--- src/rtl/goomba_contact_judge_pkg.sv ---
// rtl/goomba_contact_judge_pkg.sv - shared goomba/Mario constants, state encoding and geometry helper
package goomba_contact_judge_pkg;

  // Sprite extents; the Mario pair is shared with the Mario display block.
  localparam int GOOMBA_WIDTH  = 26;
  localparam int GOOMBA_HEIGHT = 27;
  localparam int MARIO_WIDTH   = 26;
  localparam int MARIO_HEIGHT  = 31;

  localparam int POS_W  = 10;
  localparam int GEOM_W = 11;

  typedef enum logic [1:0] {
    ST_ALIVE  = 2'd0,
    ST_SQUASH = 2'd1,
    ST_DEAD   = 2'd2
  } state_t;

  // Far edge of a box, widened so edges near the screen limit never wrap.
  function automatic logic [GEOM_W-1:0] box_extent(input logic [POS_W-1:0] pos, input int size);
    return {1'b0, pos} + GEOM_W'(size);
  endfunction

endpackage

--- src/rtl/goomba_contact_judge_if.sv ---
// rtl/goomba_contact_judge_if.sv - frame-rate contact bus between game blocks and the contact judge
interface goomba_contact_judge_if;

  logic       frame_tick;
  logic [9:0] mario_left;
  logic [9:0] mario_top;
  logic       mario_falling;
  logic [9:0] goomba_left;
  logic [9:0] goomba_top;
  logic       respawn;

  logic       goomba_alive;
  logic       squash_on;
  logic       stomp_pulse;
  logic       hurt_pulse;
  logic       invuln;

  modport master (
    output frame_tick, mario_left, mario_top, mario_falling,
           goomba_left, goomba_top, respawn,
    input  goomba_alive, squash_on, stomp_pulse, hurt_pulse, invuln
  );

  modport slave (
    input  frame_tick, mario_left, mario_top, mario_falling,
           goomba_left, goomba_top, respawn,
    output goomba_alive, squash_on, stomp_pulse, hurt_pulse, invuln
  );

endinterface

--- src/rtl/goomba_contact_judge_box_overlap.sv ---
// rtl/goomba_contact_judge_box_overlap.sv - inclusive axis-aligned box overlap test on 11-bit extents
module goomba_contact_judge_box_overlap
  import goomba_contact_judge_pkg::*;
(
  input  logic [GEOM_W-1:0] a_left,
  input  logic [GEOM_W-1:0] a_right,
  input  logic [GEOM_W-1:0] a_top,
  input  logic [GEOM_W-1:0] a_bottom,
  input  logic [GEOM_W-1:0] b_left,
  input  logic [GEOM_W-1:0] b_right,
  input  logic [GEOM_W-1:0] b_top,
  input  logic [GEOM_W-1:0] b_bottom,
  output logic              hit
);

  logic x_hit;
  logic y_hit;

  assign x_hit = (a_left <= b_right) && (b_left <= a_right);
  assign y_hit = (a_top <= b_bottom) && (b_top <= a_bottom);
  assign hit   = x_hit && y_hit;

endmodule

--- src/rtl/goomba_contact_judge.sv ---
// rtl/goomba_contact_judge.sv - per-frame stomp/hurt decision, goomba life cycle and Mario invulnerability
module goomba_contact_judge
  import goomba_contact_judge_pkg::*;
#(
  parameter int STOMP_MARGIN  = 8,
  parameter int SQUASH_FRAMES = 30,
  parameter int IFRAMES       = 60
) (
  input  logic                    clk,
  input  logic                    rst,
  goomba_contact_judge_if.slave   bus
);

  localparam int SQ_W = $clog2(SQUASH_FRAMES);
  localparam int IF_W = $clog2(IFRAMES);
  localparam logic [SQ_W-1:0] SQ_LAST = SQ_W'(SQUASH_FRAMES - 1);
  localparam logic [IF_W-1:0] IF_LAST = IF_W'(IFRAMES - 1);

  logic [GEOM_W-1:0] m_left;
  logic [GEOM_W-1:0] m_right;
  logic [GEOM_W-1:0] m_top;
  logic [GEOM_W-1:0] m_bottom;
  logic [GEOM_W-1:0] g_left;
  logic [GEOM_W-1:0] g_right;
  logic [GEOM_W-1:0] g_top;
  logic [GEOM_W-1:0] g_bottom;
  logic [GEOM_W-1:0] g_stomp_line;

  logic overlap;
  logic stomp_cond;
  logic hurt_cond;
  logic stomp_evt;
  logic hurt_evt;

  state_t          state;
  state_t          state_next;
  logic [SQ_W-1:0] squash_cnt;
  logic [IF_W-1:0] iframe_cnt;
  logic            invuln_q;
  logic            stomp_q;
  logic            hurt_q;

  assign m_left       = {1'b0, bus.mario_left};
  assign m_right      = box_extent(bus.mario_left, MARIO_WIDTH);
  assign m_top        = {1'b0, bus.mario_top};
  assign m_bottom     = box_extent(bus.mario_top, MARIO_HEIGHT);
  assign g_left       = {1'b0, bus.goomba_left};
  assign g_right      = box_extent(bus.goomba_left, GOOMBA_WIDTH);
  assign g_top        = {1'b0, bus.goomba_top};
  assign g_bottom     = box_extent(bus.goomba_top, GOOMBA_HEIGHT);
  assign g_stomp_line = box_extent(bus.goomba_top, STOMP_MARGIN);

  goomba_contact_judge_box_overlap u_box_overlap (
    .a_left   (m_left),
    .a_right  (m_right),
    .a_top    (m_top),
    .a_bottom (m_bottom),
    .b_left   (g_left),
    .b_right  (g_right),
    .b_top    (g_top),
    .b_bottom (g_bottom),
    .hit      (overlap)
  );

  // Stomp only needs Mario's feet to land within the margin while descending.
  assign stomp_cond = overlap && bus.mario_falling && (m_bottom <= g_stomp_line);
  assign hurt_cond  = overlap && !stomp_cond && !invuln_q;

  assign stomp_evt = bus.frame_tick && (state == ST_ALIVE) && stomp_cond;
  assign hurt_evt  = bus.frame_tick && (state == ST_ALIVE) && hurt_cond;

  always_ff @(posedge clk or posedge rst) begin
    if (rst) begin
      state <= ST_ALIVE;
    end else begin
      state <= state_next;
    end
  end

  always_comb begin
    state_next = state;
    case (state)
      ST_ALIVE: begin
        if (stomp_evt) begin
          state_next = ST_SQUASH;
        end
      end
      ST_SQUASH: begin
        if (bus.frame_tick && (squash_cnt == SQ_LAST)) begin
          state_next = ST_DEAD;
        end
      end
      ST_DEAD: begin
        if (bus.respawn) begin
          state_next = ST_ALIVE;
        end
      end
      default: begin
        state_next = ST_ALIVE;
      end
    endcase
  end

  always_comb begin
    bus.goomba_alive = 1'b0;
    bus.squash_on    = 1'b0;
    case (state)
      ST_ALIVE:  bus.goomba_alive = 1'b1;
      ST_SQUASH: bus.squash_on    = 1'b1;
      default: begin
        bus.goomba_alive = 1'b0;
        bus.squash_on    = 1'b0;
      end
    endcase
  end

  always_ff @(posedge clk or posedge rst) begin
    if (rst) begin
      stomp_q    <= 1'b0;
      hurt_q     <= 1'b0;
      squash_cnt <= '0;
      iframe_cnt <= '0;
      invuln_q   <= 1'b0;
    end else begin
      stomp_q <= stomp_evt;
      hurt_q  <= hurt_evt;

      if (stomp_evt) begin
        squash_cnt <= '0;
      end else if (bus.frame_tick && (state == ST_SQUASH) && (squash_cnt != SQ_LAST)) begin
        squash_cnt <= squash_cnt + 1'b1;
      end

      // A hurt can only start a window; one already running is never restarted.
      if (hurt_evt) begin
        invuln_q   <= 1'b1;
        iframe_cnt <= '0;
      end else if (bus.frame_tick && invuln_q) begin
        if (iframe_cnt == IF_LAST) begin
          invuln_q <= 1'b0;
        end else begin
          iframe_cnt <= iframe_cnt + 1'b1;
        end
      end
    end
  end

  assign bus.stomp_pulse = stomp_q;
  assign bus.hurt_pulse  = hurt_q;
  assign bus.invuln      = invuln_q;

endmodule

--- src/flat_wrapper.sv ---
// flat-port wrapper written by rule: the top's interface ports become plain ports
module goomba_contact_judge_flat import goomba_contact_judge_pkg::*;
#(
  parameter int STOMP_MARGIN  = 8,
  parameter int SQUASH_FRAMES = 30,
  parameter int IFRAMES       = 60
)
  (clk, rst, bus_frame_tick, bus_mario_left, bus_mario_top, bus_mario_falling, bus_goomba_left, bus_goomba_top, bus_respawn, bus_goomba_alive, bus_squash_on, bus_stomp_pulse, bus_hurt_pulse, bus_invuln);
  goomba_contact_judge_if bus_i ();
  input  logic clk;
  input  logic rst;
  input wire logic [$bits(bus_i.frame_tick)-1:0] bus_frame_tick;
  input wire logic [$bits(bus_i.mario_left)-1:0] bus_mario_left;
  input wire logic [$bits(bus_i.mario_top)-1:0] bus_mario_top;
  input wire logic [$bits(bus_i.mario_falling)-1:0] bus_mario_falling;
  input wire logic [$bits(bus_i.goomba_left)-1:0] bus_goomba_left;
  input wire logic [$bits(bus_i.goomba_top)-1:0] bus_goomba_top;
  input wire logic [$bits(bus_i.respawn)-1:0] bus_respawn;
  output wire logic [$bits(bus_i.goomba_alive)-1:0] bus_goomba_alive;
  output wire logic [$bits(bus_i.squash_on)-1:0] bus_squash_on;
  output wire logic [$bits(bus_i.stomp_pulse)-1:0] bus_stomp_pulse;
  output wire logic [$bits(bus_i.hurt_pulse)-1:0] bus_hurt_pulse;
  output wire logic [$bits(bus_i.invuln)-1:0] bus_invuln;
  assign bus_i.frame_tick = bus_frame_tick;
  assign bus_i.mario_left = bus_mario_left;
  assign bus_i.mario_top = bus_mario_top;
  assign bus_i.mario_falling = bus_mario_falling;
  assign bus_i.goomba_left = bus_goomba_left;
  assign bus_i.goomba_top = bus_goomba_top;
  assign bus_i.respawn = bus_respawn;
  assign bus_goomba_alive = bus_i.goomba_alive;
  assign bus_squash_on = bus_i.squash_on;
  assign bus_stomp_pulse = bus_i.stomp_pulse;
  assign bus_hurt_pulse = bus_i.hurt_pulse;
  assign bus_invuln = bus_i.invuln;
  goomba_contact_judge #(.STOMP_MARGIN(STOMP_MARGIN), .SQUASH_FRAMES(SQUASH_FRAMES), .IFRAMES(IFRAMES)) u_core (.clk(clk), .rst(rst), .bus(bus_i));
endmodule
--- config.mk ---
export PLATFORM = sky130hd
export DESIGN_NAME = goomba_contact_judge_flat
export DESIGN_NICKNAME = d
export VERILOG_FILES = /design/src/rtl/goomba_contact_judge_pkg.sv /design/src/rtl/goomba_contact_judge_if.sv /design/src/rtl/goomba_contact_judge_box_overlap.sv /design/src/rtl/goomba_contact_judge.sv /design/src/flat_wrapper.sv
export SDC_FILE = /design/constraint.sdc
export NUM_CORES = 1
export LEC_CHECK = 0
export CAP_MARGIN = 0
export CORE_ASPECT_RATIO = 1.1
export CORE_MARGIN = 8
export CORE_UTILIZATION = 50
export CTS_CLUSTER_DIAMETER = 60
export DETAILED_ROUTE_END_ITERATION = 8
export HOLD_SLACK_MARGIN = 0.1
export PLACE_DENSITY = 0.77
export SLEW_MARGIN = 20
export SYNTH_ARGS = -nofsm -noshare
export SYNTH_HDL_FRONTEND = slang
export SYNTH_SLANG_ARGS = --single-unit
--- constraint.sdc ---
create_clock -name clk -period 5 [get_ports clk]
set_input_delay 1 -clock clk [delete_from_list [all_inputs] [get_ports clk]]
set_output_delay 1 -clock clk [all_outputs]
set_load 0.005 [all_outputs]
* Yosys cells after proc, flatten, opt, wreduce, memory -nomap -nowiden *
Cells that the tools add are included.

word-level totals
  flip-flop bits (word level) = 16
  input port bits = 45
  logic and storage cells = 64

operators by class
  $add $sub $neg = 7
  order comparisons = 5
  eq/ne operators = 9
  multiplexer cells = 14
  reduce and logical (&&, ||, !) cells = 23

operators by type and width
  operator                 count
  $add A10 B5 Y11 const B  4
  $le A10 B11 Y1           4
  $mux W6                  3
  $logic_and A1 B1 Y1      14
  $add A10 B4 Y11 const B  1
  $le A11 B11 Y1           1
  $mux W5                  2
  $add A6 B1 Y6 const B    1
  $eq A6 B6 Y1 const B     1
  $mux W2                  3
  $ne A2 B1 Y1 const B     3
  $pmux W2 S3              1
  $reduce_bool A2 Y1       3
  $add A5 B1 Y5 const B    1
  $eq A5 B5 Y1 const B     1
  $mux W1                  5
  $ne A5 B5 Y1 const B     1
  $reduce_and A2 Y1        2
  $reduce_and A3 Y1        1
  $eq A2 B1 Y1 const B     1
  $eq A2 B2 Y1 const B     1
  $logic_not A1 Y1         2
  $logic_not A2 Y1         1
  $ne A2 B2 Y1 const B     1

* Logic depth before layout (Yosys ltp) *
Gate-level depths: netlist of the first run.

  depth after elaboration = 12
  depth in mapped cells = 14
  depth with buffers taken out = 13

* Hierarchy *
From an unflattened synthesis of the first run, not the netlist that was laid out.

second synthesis, totals
  cells, all modules = 371
  area total of the unflattened synthesis = 2,955.3 um^2

modules (own cells, without submodules)
  module                            times used  cells an instance  area an instance (um^2)
  goomba_contact_judge              1           221                1,864.3
  goomba_contact_judge_box_overlap  1           150                1,091.0

* Worst setup path before layout of the first run *
No wires, ideal clock.

  path kind = input-to-reg
  start = input bus_mario_top[0]
  end = register u_core.squash_cnt[0]
  setup time = 128 ps
  arrival = 3,702 ps
  path slack = 1,170 ps
  cell stages on the path = 13
  cell sequence = inv_1 > ha_1 > or4b_2 > nand4_1 > xor2_1 > ha_1 > a21o_1 > a211o_1 > a221oi_2 > o32ai_1 > a311oi_4 > buf_6 > a21oi_1

on the way
  cells in the longest elaborated chain, start to end = 8

ends and longest elaborated chain
  what                                                  line                                    RTL
  start: declaration                                    flat_wrapper.sv:14                      input wire logic [$bits(bus_i.mario_top)-1:0] bus_mario_top;
  $add A10 B5 Y11                                       goomba_contact_judge_pkg.sv:21          return {1'b0, pos} + GEOM_W'(size);
  $le A10 B11 Y1                                        goomba_contact_judge_box_overlap.sv:20  assign y_hit = (a_top <= b_bottom) && (b_top <= a_bottom);
  $logic_and A1 B1 Y1                                   goomba_contact_judge_box_overlap.sv:20
  $logic_and A1 B1 Y1                                   goomba_contact_judge_box_overlap.sv:21  assign hit = x_hit && y_hit;
  $logic_and A1 B1 Y1                                   goomba_contact_judge.sv:66              assign stomp_cond = overlap && bus.mario_falling && (m_bottom <= g_stomp_line);
  $logic_and A1 B1 Y1 (*)                               goomba_contact_judge.sv:66
  $logic_and A1 B1 Y1 (*)                               goomba_contact_judge.sv:69              assign stomp_evt = bus.frame_tick && (state == ST_ALIVE) && stomp_cond;
  $mux W5 / $reduce_bool A2 Y1 (equally long branches)  -
  end signal: assignment                                goomba_contact_judge.sv:131             squash_cnt <= squash_cnt + 1'b1;
  end: declaration                                      goomba_contact_judge.sv:37              logic [SQ_W-1:0] squash_cnt;

Every way passes the cells marked *; elsewhere a longest branch is shown, timed or not.
A chain may end at the register's enable or synchronous reset.

* Final worst setup path of the first run *
  start = input bus_mario_top[0]
  end = register u_core.invuln_q, in the netlist u_core.bus.invuln

on the way
  cells in the longest elaborated chain, start to end = 12

ends and longest elaborated chain
  what                                  line                                    RTL
  $add A10 B5 Y11                       goomba_contact_judge_pkg.sv:21
  $le A10 B11 Y1                        goomba_contact_judge_box_overlap.sv:20
  $logic_and A1 B1 Y1                   goomba_contact_judge_box_overlap.sv:20
  $logic_and A1 B1 Y1                   goomba_contact_judge_box_overlap.sv:21
  $logic_and A1 B1 Y1 (2 in a row)      goomba_contact_judge.sv:66
  $logic_not A1 Y1                      goomba_contact_judge.sv:67              assign hurt_cond = overlap && !stomp_cond && !invuln_q;
  $logic_and A1 B1 Y1 (*) (2 in a row)  goomba_contact_judge.sv:67
  $logic_and A1 B1 Y1 (*)               goomba_contact_judge.sv:70              assign hurt_evt = bus.frame_tick && (state == ST_ALIVE) && hurt_cond;
  $reduce_bool A2 Y1 (no line)          -
  $reduce_and A2 Y1 (no line)           -
  end signal: assignment                goomba_contact_judge.sv:123             invuln_q <= 1'b0;
  end signal: assignment                goomba_contact_judge.sv:136             invuln_q <= 1'b1;
  end signal: assignment                goomba_contact_judge.sv:140             invuln_q <= 1'b0;
  end: declaration                      goomba_contact_judge.sv:39              logic invuln_q;

Marked as above.

==> results of run 1 <==
metal layers:
metal	global-route usage, %	vias up
met3	3.211	11
met1	20.60	1148
met5	0	-
met4	4.458	0
met2	28.42	65
li1	-	1266
placed cells by master (no fill, tap or decap), types with 7 or more instances in the layout:
cell,netlist,final
nand4_1,15,15
clkdlybuf4s50_1,0,49
nor2b_1,7,7
nand3_1,10,10
a21o_1,7,7
nor3_1,7,7
nand2_1,30,30
inv_1,29,29
nor2_1,14,14
ha_1,59,59
dfrtp_1,16,16
o21ai_0,10,10
xnor2_1,18,18
xor2_1,24,24
a21oi_1,29,29
per-stage QoR:
| stage | utilization, % | std cells |
|---|---|---|
| final | 65.00 | 436 |
| after detailed placement | 63.91 | 432 |
| after global routing | 65.00 | 436 |
| after floorplan | - | 323 |
| after CTS | 65.00 | 436 |
| after global placement | 63.91 | 432 |
worst paths after layout:
check / startpoint / endpoint / slack (ps) / cells past startpoint
max in group asynchronous: rst / u_core.squash_cnt[2] / 3510 / 2
worst max register to register: u_core.state[0] / u_core.bus.invuln / 2760 / 7
worst min register to register: u_core.squash_cnt[4] / u_core.squash_cnt[4] / 570 / 2
min in group asynchronous: rst / u_core.iframe_cnt[1] / 1100 / 2
worst min-delay path: u_core.squash_cnt[4] / u_core.squash_cnt[4] / 570 / 2
worst max-delay path: bus_mario_top[0] / u_core.bus.invuln / 640 / 14
power groups by stage:
stage | sequential, mW | clock, mW | combinational, mW
floorplan | 0.217 | 0 | 0.272
global placement | 0.227 | 0 | 0.400
detailed placement | 0.227 | 0 | 0.413
CTS | 0.226 | 0.121 | 0.415
global route | 0.235 | 0.127 | 0.468
finish | 0.227 | 0.118 | 0.413
cell families after synthesis:
kind of cell    after synthesis
compound gates               67
xor+xnor                     42
fa+ha+maj                    59
buf+inv                      32
flops                        16
mux                           1
simple gates                106
tightest hold or removal path: stages (launching register included):
cell,delay (ps)
dfrtp_1,360
xor2_1,70
a21oi_1,100
final cells by class:
class,instances,area share (%)
sequential,16,12.24
timing repair buffer,54,16.14
tap,58,2.218
multi-input combinational,275,64.40
inverter,29,3.327
clock buffer,4,1.683
flip-flops by register name (all words and copies together) (netlist names):
name                    flops
u_core.bus.hurt_pulse       1
u_core.bus.stomp_pulse      1
u_core.iframe_cnt           6
u_core.squash_cnt           5
u_core.state                2
u_core.bus.invuln           1
==> run summary, run 1 <==
post-route cell area: 0.003272 mm²
Register Area: 400.4 µm²
Comb power frac: 54.6%
WHS: 570.6 ps
Yosys Warn Count: 0
Min-Delay Path Class: reg2reg
CP Buf/Inv Count: 3
power density over the cells: 231.5 mW/mm²
Final Hold Fails: 0
worst path required time: 5190 ps
count of final max-slew check failures: 0
cell area after synthesis: 0.002635 mm²
share of cells above drive strength 1: 3.439%
n_diodes: 0
Max Clock Skew: 3.086 ps
multiplexer share of the synthesized area: 0.3799%
switching portion of total power: 39.75%
wire length per cell: 14.63 µm
Starting Density: 52.35%
CTS Buf Count: 3
pre-CTS setup slack: 402.8 ps
# hold bufs at CTS: 0
highest routed layer: met4
cell family with most CP delay: compound AO/OA/AOI/OAI gates
first-pass GRT wire length: 11.05 mm
asr flop ratio synth: 100.0%
Area after DPL: 0.003217 mm²
top cells by area, synth: ha_1 (28%), dfrtp_1 (15%), xor2_1 (8.0%)
CTS tree: built
final wirelength: 6.378 mm
Slew Limit Headroom: 60.65%
Max Cap Viol: 0
metal2 WL: 3.014 mm
cts repair resizes: 0
Residual DRC: 0
Chip Height: 92.14 µm
largest net degree at the start of global routing: 17
P_leak: 1.552 nW
post-CTS setup buffer count: 0
Mapped Cells: 323
cell mode on critical path: ha_1
Synth Area in XOR/XNOR: 13.96%
vias per cell: 5.711
P_sw: 0.3011 mW
post-synthesis simple-gate area fraction: 20.80%
Crit Path Category: in2reg
post-route clock period utilization: 87.20%
root buf cell: clkbuf_8
vias after detailed routing: 2,490
first-pass iteration count of the detailed router: 4
top_reg_cell synth: dfrtp_1
H-tree levels: 1
final critical path time including I/O delays and setup: 4360 ps
largest family of logic cells by synthesized area: adder cells
Worst-Margin Slew: 589.6 ps
Worst Path Max Fanout: 8
wl on met1: 2.968 mm
Pint: 0.4564 mW
number of global-route vias before repair: 2,529
Startpoint Class: input port
synth cell count leaders: ha_1 (59), nand2_1 (30), a21oi_1 (29), inv_1 (29), xor2_1 (24)
outcome: complete, no violations
Max Fclk: 229.3 MHz
area growth from synthesis to layout: 24.17%
fin nets: 483
most frequent cell after synthesis: ha_1
sequential share of the synthesized area: 15.19%
area share of fa/ha/maj cells after synthesis: 28.02%
unrepaired setup endpoints after global routing: false
DRT iter0 DRCs: 97
Post-Syn Nets: 427
DP HPWL: 5.465 mm
total track usage: 16.62%
row cnt: 27
GPL Wtd Cong: 0.8541
post-synth cell types: 43
Slowest cell on crit path: or4b_2
area of the multi-input gates: 0.002107 mm²
total die area: 0.007852 mm²
crit path cell chain: clkdlybuf4s50_1, inv_1, ha_1, or4b_2, nand4_1, xor2_1, ha_1, a21o_1, a211o_1, a221oi_2, o32ai_1, a311oi_4, buf_4, a22o_1
Clk Latency, worst-skew pair: 260 ps
Critical Path AT: 4550 ps
post-route worst setup slack: 639.8 ps
Setup TNS Final: 0 ps
core area: 0.005034 mm²
Flop pwr share: 29.9%
CP endpoint kind: flop
Post-Syn Area per Cell: 8.158 µm²
Total Power: 0.7576 mW
number of synthesized flops with an enable pin: 0
Compound-Gate Fraction of Synth Area: 16.81%
Clk pin slew, worst setup/hold paths: 60 ps
Final setup viols: 0
cell taking the most area after synthesis: ha_1
worst vdd ir: 0.0001538 V
Synth top area share: 28.02%
clock network fraction of total power: 15.5%
clock tree buffer depth: 2
synthesized flop and latch total: 16
Ports: 50
initial antenna violation count: 0
CTS Sinks: 16
Largest stage delay, worst path: 660 ps
PortBufs: 49
filler cell count: 428
Die W: 85.22 µm
Routed Antenna Nets: 0
WL met3: 314 µm
total global routing overflow: 0
(Power assumes the default switching activity.)
==> inputs of run 2 (changes only) <==
--- a/config.mk
+++ b/config.mk
@@ -9,11 +9,13 @@
 export CORE_ASPECT_RATIO = 1.1
 export CORE_MARGIN = 8
 export CORE_UTILIZATION = 50
+export CTS_BUF_LIST = sky130_fd_sc_hd__clkbuf_2
 export CTS_CLUSTER_DIAMETER = 60
 export DETAILED_ROUTE_END_ITERATION = 8
 export HOLD_SLACK_MARGIN = 0.1
-export PLACE_DENSITY = 0.77
+export PLACE_DENSITY = 0.76
 export SLEW_MARGIN = 20
 export SYNTH_ARGS = -nofsm -noshare
 export SYNTH_HDL_FRONTEND = slang
+export SYNTH_HIERARCHICAL = 1
 export SYNTH_SLANG_ARGS = --single-unit
==> run 2 against run 1 <==
Effect of this change:
- global-route usage barely moved
- design area rose by 8.7%
- register-to-register slack improved by 550 ps
- critical endpoint is now u_core/squash_cnt[3]
==> run summary, run 2 <==
Slowest cell on crit path: clkdlybuf4s50_1
Crit Path Category: in2reg
row cnt: 29 (+7.4%)
Routed Antenna Nets: 0 (unchanged)
count of final max-slew check failures: 0 (unchanged)
Critical Path AT: 4870 ps (+320 ps)
largest net degree at the start of global routing: 17 (unchanged)
cell taking the most area after synthesis: ha_1
core area: 0.005733 mm² (+14%)
CP endpoint kind: flop
root buf cell: clkbuf_2
initial antenna violation count: 0 (unchanged)
total global routing overflow: 0 (unchanged)
CTS tree: built
PortBufs: 49 (unchanged)
Compound-Gate Fraction of Synth Area: 16.22% (-0.59 points)
total die area: 0.008630 mm² (+9.9%)
r2r setup slk: 3310 ps (+550 ps)
filler cell count: 549 (+28%)
post-CTS setup buffer count: 0 (unchanged)
Max Fclk: 212.9 MHz (-7.2%)
Biggest register: u_core/iframe_cnt
synthesized flop and latch total: 16 (unchanged)
most frequent cell after synthesis: ha_1
synth cell count leaders: ha_1 (64), inv_1 (61), nor2_1 (24), xnor2_1 (23)
Residual DRC: 0 (unchanged)
Starting Density: 51.55% (-0.80 points)
largest family of logic cells by synthesized area: adder cells
Worst-Margin Slew: 628.4 ps (+38.87 ps)
post-route cell area: 0.003556 mm² (+8.7%)
area share of fa/ha/maj cells after synthesis: 27.10% (-0.92 points)
top flop regs: u_core/iframe_cnt x6, u_core/squash_cnt x5, u_core/state x2
power density over the cells: 177.3 mW/mm² (-23%)
DP HPWL: 6.018 mm (+10%)
H-tree levels: 1 (unchanged)
WL met3: 244 µm (-22%)
worst vdd ir: 0.0001027 V (-33%)
top_reg_cell synth: dfrtp_1
Max Cap Viol: 0 (unchanged)
wire length per cell: 13.80 µm (-5.6%)
Largest register FFs: 6 (unchanged)
Final Hold Fails: 0 (unchanged)
Post-Syn Area per Cell: 7.966 µm² (-2.4%)
Largest stage delay, worst path: 540 ps (-120 ps)
number of synthesized flops with an enable pin: 0 (unchanged)
DRT iter0 DRCs: 85 (-12%)
metal2 WL: 3.327 mm (+10%)
final critical path time including I/O delays and setup: 4697 ps (+336.8 ps)
utilization after layout: 62.03% (-3.0 points)
hold path depth: 1 (-1)
multiplexer share of the synthesized area: 0.3387% (-0.041 points)
worst reg-to-reg path cell count: 4 (-3)
final wirelength: 6.915 mm (+8.4%)
clock tree buffer depth: 2 (unchanged)
vias per cell: 5.561 (-2.6%)
Total Power: 0.6306 mW (-17%)
Worst Path Max Fanout: 5 (-3)
crit path cell chain: clkdlybuf4s50_1, inv_1, ha_1, nor2b_1, o31ai_1, nor2_1, xor2_1, inv_1, ha_1, a21oi_1, nor2_1, a211oi_1, a2bb2oi_1, nor4_1, nand4_1, a2111oi_2, nor3_1
RR Endpoint: u_core/squash_cnt[4]
Final setup viols: 0 (unchanged)
CTS Buf Count: 3 (unchanged)
highest routed layer: met4
Min-Delay Path Class: reg2reg
Synth Area in XOR/XNOR: 12.45% (-1.5 points)
Hold Path Origin: u_core/state[0]
outcome: complete, no violations
Startpoint Class: input port
cts repair resizes: 0 (unchanged)
post-synthesis simple-gate area fraction: 21.93% (+1.1 points)
Post-Layout Cell Count: 501 (+15%)
most common cell after layout, fill and taps aside: ha_1
first-pass GRT wire length: 12.07 mm (+9.3%)
worst path required time: 5180 ps (about the same)
Clk pin slew, worst setup/hold paths: 160 ps (+100 ps)
area growth from synthesis to layout: 20.32%
Clk Latency, worst-skew pair: 300 ps (+40 ps)
vias after detailed routing: 2,786 (+12%)
cell total after placement: 497 (+15%)
Ports: 50 (unchanged)
Reg2Reg Launch Point: u_core/squash_cnt[0]
post-synth cell types: 45 (+4.7%)
# hold bufs at CTS: 0 (unchanged)
Die W: 89.31 µm (+4.8%)
Yosys Warn Count: 6 (+6)
GPL Wtd Cong: 0.8953 (+4.8%)
commonest non-fill, non-tap cells in the layout: ha_1 (64), inv_1 (61), clkdlybuf4s50_1 (49)
Area after DPL: 0.003537 mm² (+10%)
number of global-route vias before repair: 2,808 (+11%)
post-route clock period utilization: 93.94% (+6.7 points)
Max Clock Skew: 14.79 ps (+11.70 ps)
Slew Limit Headroom: 58.02% (-2.6 points)
cell area after synthesis: 0.002955 mm² (+12%)
total track usage: 16.58% (-0.036 points)
pre-CTS setup slack: -6.323 ps (-409.1 ps)
share of cells above drive strength 1: 3.066% (-0.37 points)
CTS Sinks: 16 (unchanged)
hold path endpoint: u_core/state[1]
P_leak: 1.722 nW (+11%)
asr flop ratio synth: 100.0% (unchanged)
fin nets: 534 (+11%)
n_diodes: 0 (unchanged)
Mapped Cells: 371 (+15%)
first-pass iteration count of the detailed router: 4 (unchanged)
Chip Height: 96.64 µm (+4.9%)
post-route worst setup slack: 303.0 ps (-336.8 ps)
sequential share of the synthesized area: 13.55% (-1.6 points)
wl on met1: 3.206 mm (+8.0%)
Synth top area share: 27.10% (-0.92 points)
unrepaired setup endpoints after global routing: false
top cells by area, synth: ha_1 (27%), dfrtp_1 (14%), inv_1 (7.7%)
-- run 2: cell count changes after synthesis, moves of 6 or more --
cell      change
nand2_1      -10
a21oi_1       -9
inv_1        +32
nor2_1       +10
a21o_1        -6
a211oi_1     +11
-- run 2: through the flow --
step	TNS, ps	hold WS, ps
3_3_place_gp	0	570.1
6_report	0	611.7
5_1_grt	0	645.8
4_1_cts	0	609.1
2_1_floorplan	0	551.4
3_5_place_dp	-6.323	592.9
-- run 2: where the power goes --
group | internal [mW] | leakage (nW) | switching (mW)
logic | 0.177 | 1.50 | 0.186
registers | 0.162 | 0.211 | 0.0466
clock network | 0.0174 | 0.0140 | 0.0415
-- run 2: logic make-up (layout without fill, tap and decap cells) --
| kind of cell | count (synthesis) | count (layout) |
|---|---|---|
| AOI/OAI and AO/OA | 68 | 68 |
| xor gates and xnor gates | 42 | 42 |
| adders and majority gates | 64 | 64 |
| buffers and inverters | 64 | 114 |
| DFF | 16 | 16 |
| muxes | 1 | 1 |
| other | 1 | 4 |
| and+or+nand+nor | 115 | 115 |
-- run 2: per-layer routing --
layer,vias to the layer above,global-route usage [%]
li1,1424,-
met1,1293,21.01
met2,56,28.04
met3,13,1.607
met4,0,5.385
met5,-,0
-- run 2: final cells by class --
cell class                 count  area [µm²]  area share [%]
inverter                      61       229.0           6.439
clock inverter                 1       3.754          0.1056
timing repair buffer          49       490.5           13.79
clock buffer                   3       15.01          0.4222
sequential                    16       400.4           11.26
multi-input combinational    294        2321           65.27
tap                           77       96.34           2.709
-- run 2: worst max-delay path by stage --
stage                                 start              endpoint  slack [ps]  cells after the start
final                     bus_goomba_top[0]  u_core/squash_cnt[3]         300                     17
after global placement    bus_goomba_top[0]  u_core/squash_cnt[3]          40                     17
after detailed placement  bus_goomba_top[0]  u_core/squash_cnt[3]          -6                     17
after CTS                 bus_goomba_top[0]  u_core/squash_cnt[3]         330                     17
after global routing      bus_goomba_top[0]  u_core/squash_cnt[3]          70                     17
after floorplan           bus_goomba_top[0]  u_core/squash_cnt[1]        1350                     16
-- run 2: worst max-delay path, delay by kind of cell --
kind	cells	cell delay, ps
buffers and inverters	3	680
adders and majority gates	2	510
xor gates and xnor gates	1	160
and+or+nand+nor	6	1190
AOI/OAI and AO/OA	5	1330
